### src/rtl/lshift_pipe.sv
// lshift_pipe: two-stage pipelined logical left shifter with valid/ready handshakes on both sides.
// Define LSHIFT_PIPE_OVF_EN to build the overflow flag; otherwise out_ovf is tied low.
module lshift_pipe #(
  parameter int WIDTH = 8,
  parameter int AMT_W = 8
) (
  input  logic             clk,
  input  logic             rst_n,
  input  logic             in_valid,
  output logic             in_ready,
  input  logic [WIDTH-1:0] in_data,
  input  logic [AMT_W-1:0] in_amt,
  output logic             out_valid,
  input  logic             out_ready,
  output logic [WIDTH-1:0] out_data,
  output logic             out_ovf
);

  localparam int S  = $clog2(WIDTH);
  localparam int K  = S / 2;
  // Always keep at least one amount bit above S so the zero-flag slice is never empty.
  localparam int AW = (AMT_W > S) ? AMT_W : S + 1;

  logic [AW-1:0]    w_amt;
  logic [K-1:0]     w_amt_lo;
  logic [S-K-1:0]   w_amt_hi;
  logic             w_zero;
  logic [WIDTH-1:0] w_s1_data;
  logic [WIDTH-1:0] w_s2_data;
  logic             w_s1_adv;
  logic             w_s2_adv;

  logic             r_s1_valid;
  logic [WIDTH-1:0] r_s1_data;
  logic [S-K-1:0]   r_s1_amt_hi;
  logic             r_s1_z;
  logic             r_s2_valid;
  logic [WIDTH-1:0] r_s2_data;

  // Amount decode plus the low-bits shift (S1) and high-bits shift (S2) datapaths.
  always_comb begin
    w_amt     = AW'(in_amt);
    w_amt_lo  = w_amt[K-1:0];
    w_amt_hi  = w_amt[S-1:K];
    w_zero    = |w_amt[AW-1:S];
    w_s1_data = in_data << w_amt_lo;
    if (r_s1_z) begin
      w_s2_data = {WIDTH{1'b0}};
    end else begin
      w_s2_data = r_s1_data << {r_s1_amt_hi, {K{1'b0}}};
    end
  end

  assign w_s2_adv  = !r_s2_valid || out_ready;
  assign w_s1_adv  = !r_s1_valid || w_s2_adv;
  assign in_ready  = w_s1_adv;
  assign out_valid = r_s2_valid;
  assign out_data  = r_s2_data;

  // Stage 1 register: loads whenever the slot is free or draining.
  always_ff @(posedge clk or negedge rst_n) begin
    if (!rst_n) begin
      r_s1_valid  <= 1'b0;
      r_s1_data   <= {WIDTH{1'b0}};
      r_s1_amt_hi <= {(S-K){1'b0}};
      r_s1_z      <= 1'b0;
    end else if (w_s1_adv) begin
      r_s1_valid  <= in_valid;
      r_s1_data   <= w_s1_data;
      r_s1_amt_hi <= w_amt_hi;
      r_s1_z      <= w_zero;
    end
  end

  // Stage 2 register: drives the output side directly; frozen while the consumer stalls.
  always_ff @(posedge clk or negedge rst_n) begin
    if (!rst_n) begin
      r_s2_valid <= 1'b0;
      r_s2_data  <= {WIDTH{1'b0}};
    end else if (w_s2_adv) begin
      r_s2_valid <= r_s1_valid;
      r_s2_data  <= w_s2_data;
    end
  end

`ifdef LSHIFT_PIPE_OVF_EN
  logic w_s1_ovf;
  logic w_s2_ovf;
  logic r_s1_ovf;
  logic r_s2_ovf;

  // True when shifting d left by sh pushes any 1 bit past the top of the word.
  function automatic logic f_lost(input logic [WIDTH-1:0] d, input logic [S-1:0] sh);
    logic [2*WIDTH-1:0] ext;
    ext = {{WIDTH{1'b0}}, d} << sh;
    return |ext[2*WIDTH-1:WIDTH];
  endfunction

  // Overflow accumulates bits lost in S1, then those lost in S2 (all of them when zeroing).
  always_comb begin
    w_s1_ovf = f_lost(in_data, {{(S-K){1'b0}}, w_amt_lo});
    if (r_s1_z) begin
      w_s2_ovf = r_s1_ovf | (|r_s1_data);
    end else begin
      w_s2_ovf = r_s1_ovf | f_lost(r_s1_data, {r_s1_amt_hi, {K{1'b0}}});
    end
  end

  // Overflow flag registers, advancing in lockstep with the data stages.
  always_ff @(posedge clk or negedge rst_n) begin
    if (!rst_n) begin
      r_s1_ovf <= 1'b0;
      r_s2_ovf <= 1'b0;
    end else begin
      if (w_s1_adv) begin
        r_s1_ovf <= w_s1_ovf;
      end
      if (w_s2_adv) begin
        r_s2_ovf <= w_s2_ovf;
      end
    end
  end

  assign out_ovf = r_s2_ovf;
`else
  assign out_ovf = 1'b0;
`endif

endmodule

### config.mk
export PLATFORM = sky130hd
export DESIGN_NAME = lshift_pipe
export DESIGN_NICKNAME = d
export VERILOG_FILES = /design/src/rtl/lshift_pipe.sv
export SDC_FILE = /design/constraint.sdc
export NUM_CORES = 1
export LEC_CHECK = 0
export CAP_MARGIN = 20
export CELL_PAD_IN_SITES_DETAIL_PLACEMENT = 1
export CELL_PAD_IN_SITES_GLOBAL_PLACEMENT = 1
export CORE_ASPECT_RATIO = 0.8
export CORE_MARGIN = 4
export CORE_UTILIZATION = 37
export DETAILED_ROUTE_END_ITERATION = 12
export PLACE_DENSITY_LB_ADDON = 0.25
export SYNTH_ARGS = -nofsm -noshare
export SYNTH_HDL_FRONTEND = slang
export SYNTH_SLANG_ARGS = --single-unit
### constraint.sdc
create_clock -name clk -period 2.2 [get_ports clk]
set_clock_uncertainty 0.1 [all_clocks]
set_input_delay 0.55 -clock clk [delete_from_list [all_inputs] [get_ports clk]]
set_output_delay 0.55 -clock clk [all_outputs]
set_load 0.05 [all_outputs]
# Word-level counts from Yosys, hierarchy flattened
# Index checks and enable logic that the tools add are counted.
# word_totals
latch_bits	0
ff_bits	21
n_memories	0
input_bits	20
output_inout_bits	11
elab_cells	14
ram_bits	0
rom_bits	0
# classes
mul	0
eq_ne	0
reduce_logical	5
n_addsub	0
div_mod_pow	0
n_lt_le_gt_ge	0
shift	2
n_bitwise	0
mux	1
# ops
cell	n
8-bit 2-to-1 mux	1
8-bit by 1-bit << shifter with 8-bit output	1
8-bit by 3-bit << shifter with 8-bit output	1
5-bit OR reduction	1
1-bit logical NOT	2
1-bit logical OR	2

# Logic depth before layout (Yosys ltp)
# Gate-level depths: netlist (run 1).
# logic_depth
word_depth	3
ltp_mapped	4
ltp_nobuf	3

# Worst setup path after synthesis (run 1)
# No wires, ideal clock.
# synth_timing
path_kind	register -> output
startpoint	register r_s2_valid (netlist: out_valid)
endpoint	output port in_ready
stages_incl_launch_ff	3
t_required_ps	1550
path_slack_ps	428
t_arrival_ps	1122
path_buffers	1
cell_sequence	dfrtp_1 > nand3b_1 > buf_2
# synth_via
elab_chain_len	3
# synth_lines
element	line	rtl
start, declared	37	logic r_s2_valid;
start signal, assigned	81	r_s2_valid <= r_s1_valid;
1-bit logical NOT	54	assign w_s2_adv = !r_s2_valid || out_ready;
1-bit logical OR	54	
1-bit logical OR	55	assign w_s1_adv = !r_s1_valid || w_s2_adv;
end, declared	10	output logic in_ready,
# No other way between the ends.

# Worst setup path in the final report (run 1)
# layout_timing
startpoint	register r_s2_data[5] (netlist: out_data[5])
endpoint	output port out_data[5]
# layout_lines
element	line	rtl
start, declared	38	logic [WIDTH-1:0] r_s2_data;
start signal, assigned	79	r_s2_data <= {WIDTH{1'b0}};
start signal, assigned	82	r_s2_data <= w_s2_data;
end, declared	15	output logic [WIDTH-1:0] out_data,
# No word-level cell between the ends.

==> results.yml, run 1 <==
yosys:
  synth_enable_flop_cells: 0
  synthCells: 89
  most_used_dff_post_synth: "dfrtp_1"
  postSynth.asyncResetShare: 1.000
  synth_most_common_cell: "dfrtp_1"
  post_synth_num_cell_types: 24
  post-synth-top-area-fraction: 0.5310
  avgSynthCellArea_sq_um: 11.12
  synth.largest_area_cell: "dfrtp_1"
  ys_seq_area_frac: 0.5310
  synth-warning-count: 0
  netlist_top_cells_area: "dfrtp_1 (53%), mux2i_1 (13%), nor2_1 (3.8%)"
  synth.ff_latch_count: 21
  netlist_area_before_placement_sq_um: 989.7
  synth.cells.most_frequent: "dfrtp_1 (21), mux2i_1 (13), nor2_1 (10)"
  mappedNetlistNets: 109
power:
  power.density_nw_per_um2: 592.4
  power.share.clock: 0.232
  power_leakage_nw: 0.6067
  fin_total_pwr_mw: 0.7998
  power_switching_mw: 0.2295
  swShare: 0.2870
  power.share.combinational: 0.214
  seq_power_share: 0.553
  cellInternalPower_mw: 0.5702
  ir_worst_vdd_mv: 0.3465
timing:
  rsz0062_at_grt: "false"
  timing_hold_violations_final: 0
  worst-slew-pin-transition_ps: 504.9
  layout_min_cycle_time_ps: 2147
  drv_slew: 0
  maxClockFrequency_ghz: 0.4658
  setup_total_negative_slack_ps: 0
  relSlewSlack: 0.6624
  period_utilization: 0.9759
  finalSetupViolCount: 0
grt:
  antenna_found_initial: 0
  grt_util_all_layers: 0.1468
  grt_first_pass_wirelength_microns: 3850
  grt_max_degree: 22
  vias_in_the_first_global_route: 832
  grt_remaining_overflow: 0
worst_setup_path:
  worst-endpoint-required_ps: 1550
  worst-endpoint-arrival_ps: 1500
  critPathBufInv: 1
  worstPathCellList: "clkdlybuf4s50_1"
  timing.critical_path.slowest_cell_delay_ps: 810
  crit_path_start_kind: "flip-flop"
  critical_path_class: "reg2out"
  rr_startpoint: "r_s1_amt_hi[0]$_DFFE_PN0P_"
  critical-path-top-delay-family: "buffers and inverters"
  setup_slack_of_the_worst_register_to_register_path_ps: 660
  crit_slowest_cell: "clkdlybuf4s50_1"
  crit_path_start: "out_data[5]$_DFFE_PN0P_"
  critPathCaptureType: "output port"
  critical_path_peak_fanout: 2
clock_network:
  insertion_delay_ps: 300
  cts.reportedPaths.clkPinSlew_ps: 110
  hold_buffers: 0
  cts_buffers: 3
  cts_max_path_buffers: 2
  clkSinkCount: 21
  cts_tree: "done"
  cts_htree_levels: 1
  clockRootBuffer: "clkbuf_4"
min_path:
  min_path_type: "reg2reg"
  hold_path_startpoint: "r_s1_valid$_DFFE_PN0P_"
final_layout:
  postLayoutCoreUtil: 0.5395
  multi_input_comb_area_sq_um: 410.4
  area_growth_pct: 36.41
  layout.cell_area.non_filler_sq_um: 1350
  layout.area.seq_sq_um: 525.5
  drive_gt1_frac: 0.1008
  instances_no_fill: 155
  antenna-diode-count: 0
  num-nets-final: 140
  fill_cells: 293
route:
  post-route-drc-count: 0
  vias_per_cell: 4.942
  finalWirelength_microns: 2296
  drt_iter0_drc: 41
  detailroute.via_count: 766
  postRouteAntennaNets: 0
  avgRoutedWirePerCell_microns: 14.81
  drtPass1Iterations: 3
die:
  std_cell_rows: 16
  io-pin-count: 31
  design.die.area_sq_um: 3572
  width_of_the_die_microns: 65.83
  die_height_microns: 54.26
  floorplan.core_area_sq_um: 2502
  floorplan.initialDensity: 0.3955
status:
  status: "finished clean"
flow_run:
  drv.max_cap_violation_count: 0
placed_design:
  post-dp-hpwl_microns: 1811
  place_area_sq_um: 1319
  post-place-cells: 151
  final_gp_congestion: 0.7413
  port_buffers: 29
-- repair_timing --
action,in CTS,in global routing
gates resized for setup,0,2
endpoints found under the setup margin,0,2
buffers inserted,0,0
-- metrics by stage --
stage	hold slack [ps]	setup slack, ps
2_1_floorplan	154.4	427.7
3_3_place_gp	349.2	79.96
3_5_place_dp	353.6	65.23
4_1_cts	383.3	44.83
5_1_grt	402.2	4.653
6_report	388.6	53.04
-- routing by layer --
layer / up-vias / track usage / part of all wire
li1: 371 / - / -
met1: 369 / 0.1697 / 0.44
met2: 24 / 0.2646 / 0.49
met3: 2 / 0.05339 / 0.065
met4: 0 / 0.03103 / 0.0061
met5: - / 0 / 0
-- registers in the layout, indices dropped and copies added (netlist names) --
register	flops
out_data	8
r_s1_z	1
r_s1_valid	1
out_valid	1
r_s1_amt_hi	2
r_s1_data	8
-- worst paths after layout --
path                                            endpoint  depth (start not counted)
worst max-delay path                         out_data[5]                          1
worst min-delay path               out_valid$_DFFE_PN0P_                          1
worst max register to register   out_data[7]$_DFFE_PN0P_                          3
worst min register to register     out_valid$_DFFE_PN0P_                          1
max in group asynchronous       r_s1_data[6]$_DFFE_PN0P_                          2
min in group asynchronous          out_valid$_DFFE_PN0P_                          2
-- cell type report --
class	count	area share
clock buffers	4	0.01946
multi-input cells	59	0.3040
repair buffers	33	0.2484
inverters	2	0.005561
well taps	36	0.03336
flip-flops and latches	21	0.3893
-- cell families after synthesis --
kind of cell	after synthesis	synth area share
other	1	0.003789
multiplexers	15	0.1542
flip-flops	21	0.5310
AO/OA/AOI/OAI	21	0.1403
AND/OR/NAND/NOR	22	0.1163
buffers and inverters	9	0.05436
-- cell usage in the layout, fill, tap and decap left out --
| cell | n |
|---|---|
| a211o_1 | 2 |
| a21oi_1 | 7 |
| a22o_1 | 4 |
| a31oi_1 | 1 |
| a32o_1 | 2 |
| buf_12 | 1 |
| buf_4 | 4 |
| clkbuf_1 | 1 |
| clkbuf_4 | 3 |
| clkdlybuf4s50_1 | 26 |
| conb_1 | 1 |
| dfrtp_1 | 21 |
| dlymetal6s2s_1 | 2 |
| inv_1 | 2 |
| mux2_2 | 2 |
| mux2i_1 | 13 |
| nand2_1 | 2 |
| nand2b_1 | 1 |
| nand3b_1 | 2 |
| nor2_1 | 10 |
| nor2b_1 | 3 |
| nor3_1 | 1 |
| nor4_2 | 1 |
| o21ai_0 | 3 |
| o21ai_1 | 2 |
| or2_2 | 1 |
| or3_1 | 1 |
-- power by group through the flow --
stage | sequential (mW) | clock (mW) | combinational (mW)
CTS | 0.443 | 0.190 | 0.175
global placement | 0.449 | 0 | 0.166
global route | 0.447 | 0.216 | 0.188
detailed placement | 0.450 | 0 | 0.174
finish | 0.443 | 0.186 | 0.172
floorplan | 0.446 | 0 | 0.0992
No activity file was read; power rests on OpenSTA's default activity.
==> run 2: changes to the inputs <==
--- a/config.mk
+++ b/config.mk
@@ -10,7 +10,7 @@
 export CELL_PAD_IN_SITES_GLOBAL_PLACEMENT = 1
 export CORE_ASPECT_RATIO = 0.8
 export CORE_MARGIN = 4
-export CORE_UTILIZATION = 37
+export CORE_UTILIZATION = 34
 export DETAILED_ROUTE_END_ITERATION = 12
 export PLACE_DENSITY_LB_ADDON = 0.25
 export SYNTH_ARGS = -nofsm -noshare
==> constraint.sdc (replaced) <==
create_clock -name clk -period 2.1 [get_ports clk]
set_clock_uncertainty 0.1 [all_clocks]
set_input_delay 0.525 -clock clk [delete_from_list [all_inputs] [get_ports clk]]
set_output_delay 0.525 -clock clk [all_outputs]
set_load 0.05 [all_outputs]
==> run 2 against run 1 <==
Setup slack gained 2.0 ps; sequential power increased by 4.7%; hold slack got worse by 3.4 ps; sequential share of layout area rose by 0.29 points; total power rose by 4.5%; largest cell class unchanged; global-route usage shrank 1.5 points; clock power rose by 3%; critical path depth is 2 higher; first-iteration DRC count decreased by 46%; flip-flop and latch count stayed put; cell count rose by 2.6%; non-clock buffer count rose by 2.
==> results.yml, run 2 (synthesized netlist as in run 1, its figures left out) <==
worst_setup_path:
  critical-path-top-delay-family: "buffers and inverters"
  timing.critical_path.slowest_cell_delay_ps: 410
  setup_slack_of_the_worst_register_to_register_path_ps: 630
  critPathCaptureType: "output port"
  worst_r2r_endpoint: "out_data[7]$_DFFE_PN0P_"
  critical_path_peak_fanout: 2
  worst-endpoint-arrival_ps: 1420
  rr_startpoint: "r_s1_amt_hi[0]$_DFFE_PN0P_"
  crit_slowest_cell: "clkdlybuf4s50_1"
  crit_path_start_kind: "primary input"
  worstPathCellList: "clkdlybuf4s50_1, nand3b_1, buf_12"
  critical_path_class: "in2out"
  critPathBufInv: 2
  timing.reg2reg.worst_path_depth: 3
  worst-endpoint-required_ps: 1470
grt:
  antenna_found_initial: 0
  grt_first_pass_wirelength_microns: 3864
  grt_remaining_overflow: 0
  vias_in_the_first_global_route: 837
  grt_max_degree: 22
  grt_util_all_layers: 0.1322
route:
  post-route-drc-count: 0
  drt_iter0_drc: 22
  postRouteAntennaNets: 0
  detailroute.via_count: 762
  drtPass1Iterations: 4
  vias_per_cell: 4.792
  finalWirelength_microns: 2202
  avgRoutedWirePerCell_microns: 13.85
timing:
  rsz0062_at_grt: "false"
  period_utilization: 0.9738
  timing_hold_violations_final: 0
  hold_worst_slack_ps: 385.2
  finalSetupViolCount: 0
  maxClockFrequency_ghz: 0.4890
  layout_min_cycle_time_ps: 2045
  drv_slew: 0
final_layout:
  num-nets-final: 142
  area_growth_pct: 35.40
  layout_common_cells: "dfrtp_1 (21), clkdlybuf4s50_1 (19), buf_4 (15)"
  antenna-diode-count: 0
  instances_no_fill: 159
  layout.cell_area.non_filler_sq_um: 1340
  fill_cells: 329
  mostFrequentLayoutCell: "dfrtp_1"
  drive_gt1_frac: 0.1901
die:
  std_cell_rows: 17
  design.die.area_sq_um: 3843
  floorplan.core_area_sq_um: 2765
  io-pin-count: 31
  floorplan.initialDensity: 0.3579
  die_height_microns: 56.26
  width_of_the_die_microns: 68.32
clock_network:
  number_of_instances_resized_during_post_cts_repair: 0
  cts.reportedPaths.clkPinSlew_ps: 110
  clkSinkCount: 21
  insertion_delay_ps: 300
  cts_htree_levels: 1
  cts_tree: "done"
  hold_buffers: 0
  post-cts-setup-buffer-count: 1
  clockRootBuffer: "clkbuf_4"
  cts_buffers: 3
  cts_max_path_buffers: 2
power:
  fin_total_pwr_mw: 0.8359
  power_leakage_nw: 0.6096
  power.density_nw_per_um2: 623.8
  ir_worst_vdd_mv: 0.2308
placed_design:
  post-place-cells: 154
  post-dp-hpwl_microns: 1765
  port_buffers: 29
  place_area_sq_um: 1306
  final_gp_congestion: 0.7850
min_path:
  min_path_type: "reg2reg"
  hold_path_startpoint: "r_s1_valid$_DFFE_PN0P_"
  whs_path_depth: 1
  worst_hold_path.endpoint: "out_valid$_DFFE_PN0P_"
flow_run:
  drv.max_cap_violation_count: 0
status:
  status: "finished clean"
[run 2: changes by cell type in the layout (fill, tap and decap cells not counted), sizes merged]
cell,delta
buf,+11
clkdlybuf4s50,-7
dlymetal6s2s,-2
[run 2: final cells by class]
cell class,count,area [sq um],area share
multi-input cells,59,410.4,0.3063
inverters,2,7.507,0.005602
flip-flops and latches,21,525.5,0.3922
well taps,38,47.55,0.03548
clock buffers,4,26.28,0.01961
repair buffers,35,322.8,0.2409
[run 2: metal layers]
layer | track usage | vias up | routed length (microns)
met4 | 0.04249 | 0 | 10
met2 | 0.2115 | 19 | 1078
met3 | 0.03400 | 2 | 104
met5 | 0 | - | 0
met1 | 0.1717 | 364 | 1009
li1 | - | 377 | -
[run 2: through the flow]
stage,worst slack (ps),setup TNS [ps],util
after floorplan,352.7,0,-
after global placement,-21.49,-21.49,0.4724
after detailed placement,3.038,0,0.4724
after CTS,32.73,0,0.4846
after global routing,8.240,0,0.4846
final,54.99,0,0.4846
[run 2: how the worst max path moves through the flow]
stage,endpoint,from,cells after the start,slack (ps)
6_report,in_ready,out_ready,3,50
2_1_floorplan,in_ready,out_valid$_DFFE_PN0P_,2,350
3_5_place_dp,in_ready,out_ready,3,3
4_1_cts,in_ready,out_ready,3,30
5_1_grt,in_ready,out_ready,3,8
3_3_place_gp,in_ready,out_ready,3,-20
[run 2: worst reg2reg max path: stages (launching register included)]
cell and delay [ps]:
dfrtp_1 640, mux2i_1 310, mux2i_1 120, a22o_1 200
[run 2: power by group]
part,internal (mW),leakage (nW),switching [mW],total [mW]
combinational,0.0939,0.337,0.0877,0.182
clock,0.0739,0.0150,0.117,0.191
sequential,0.432,0.258,0.0318,0.464
total,0.600,0.610,0.236,0.836
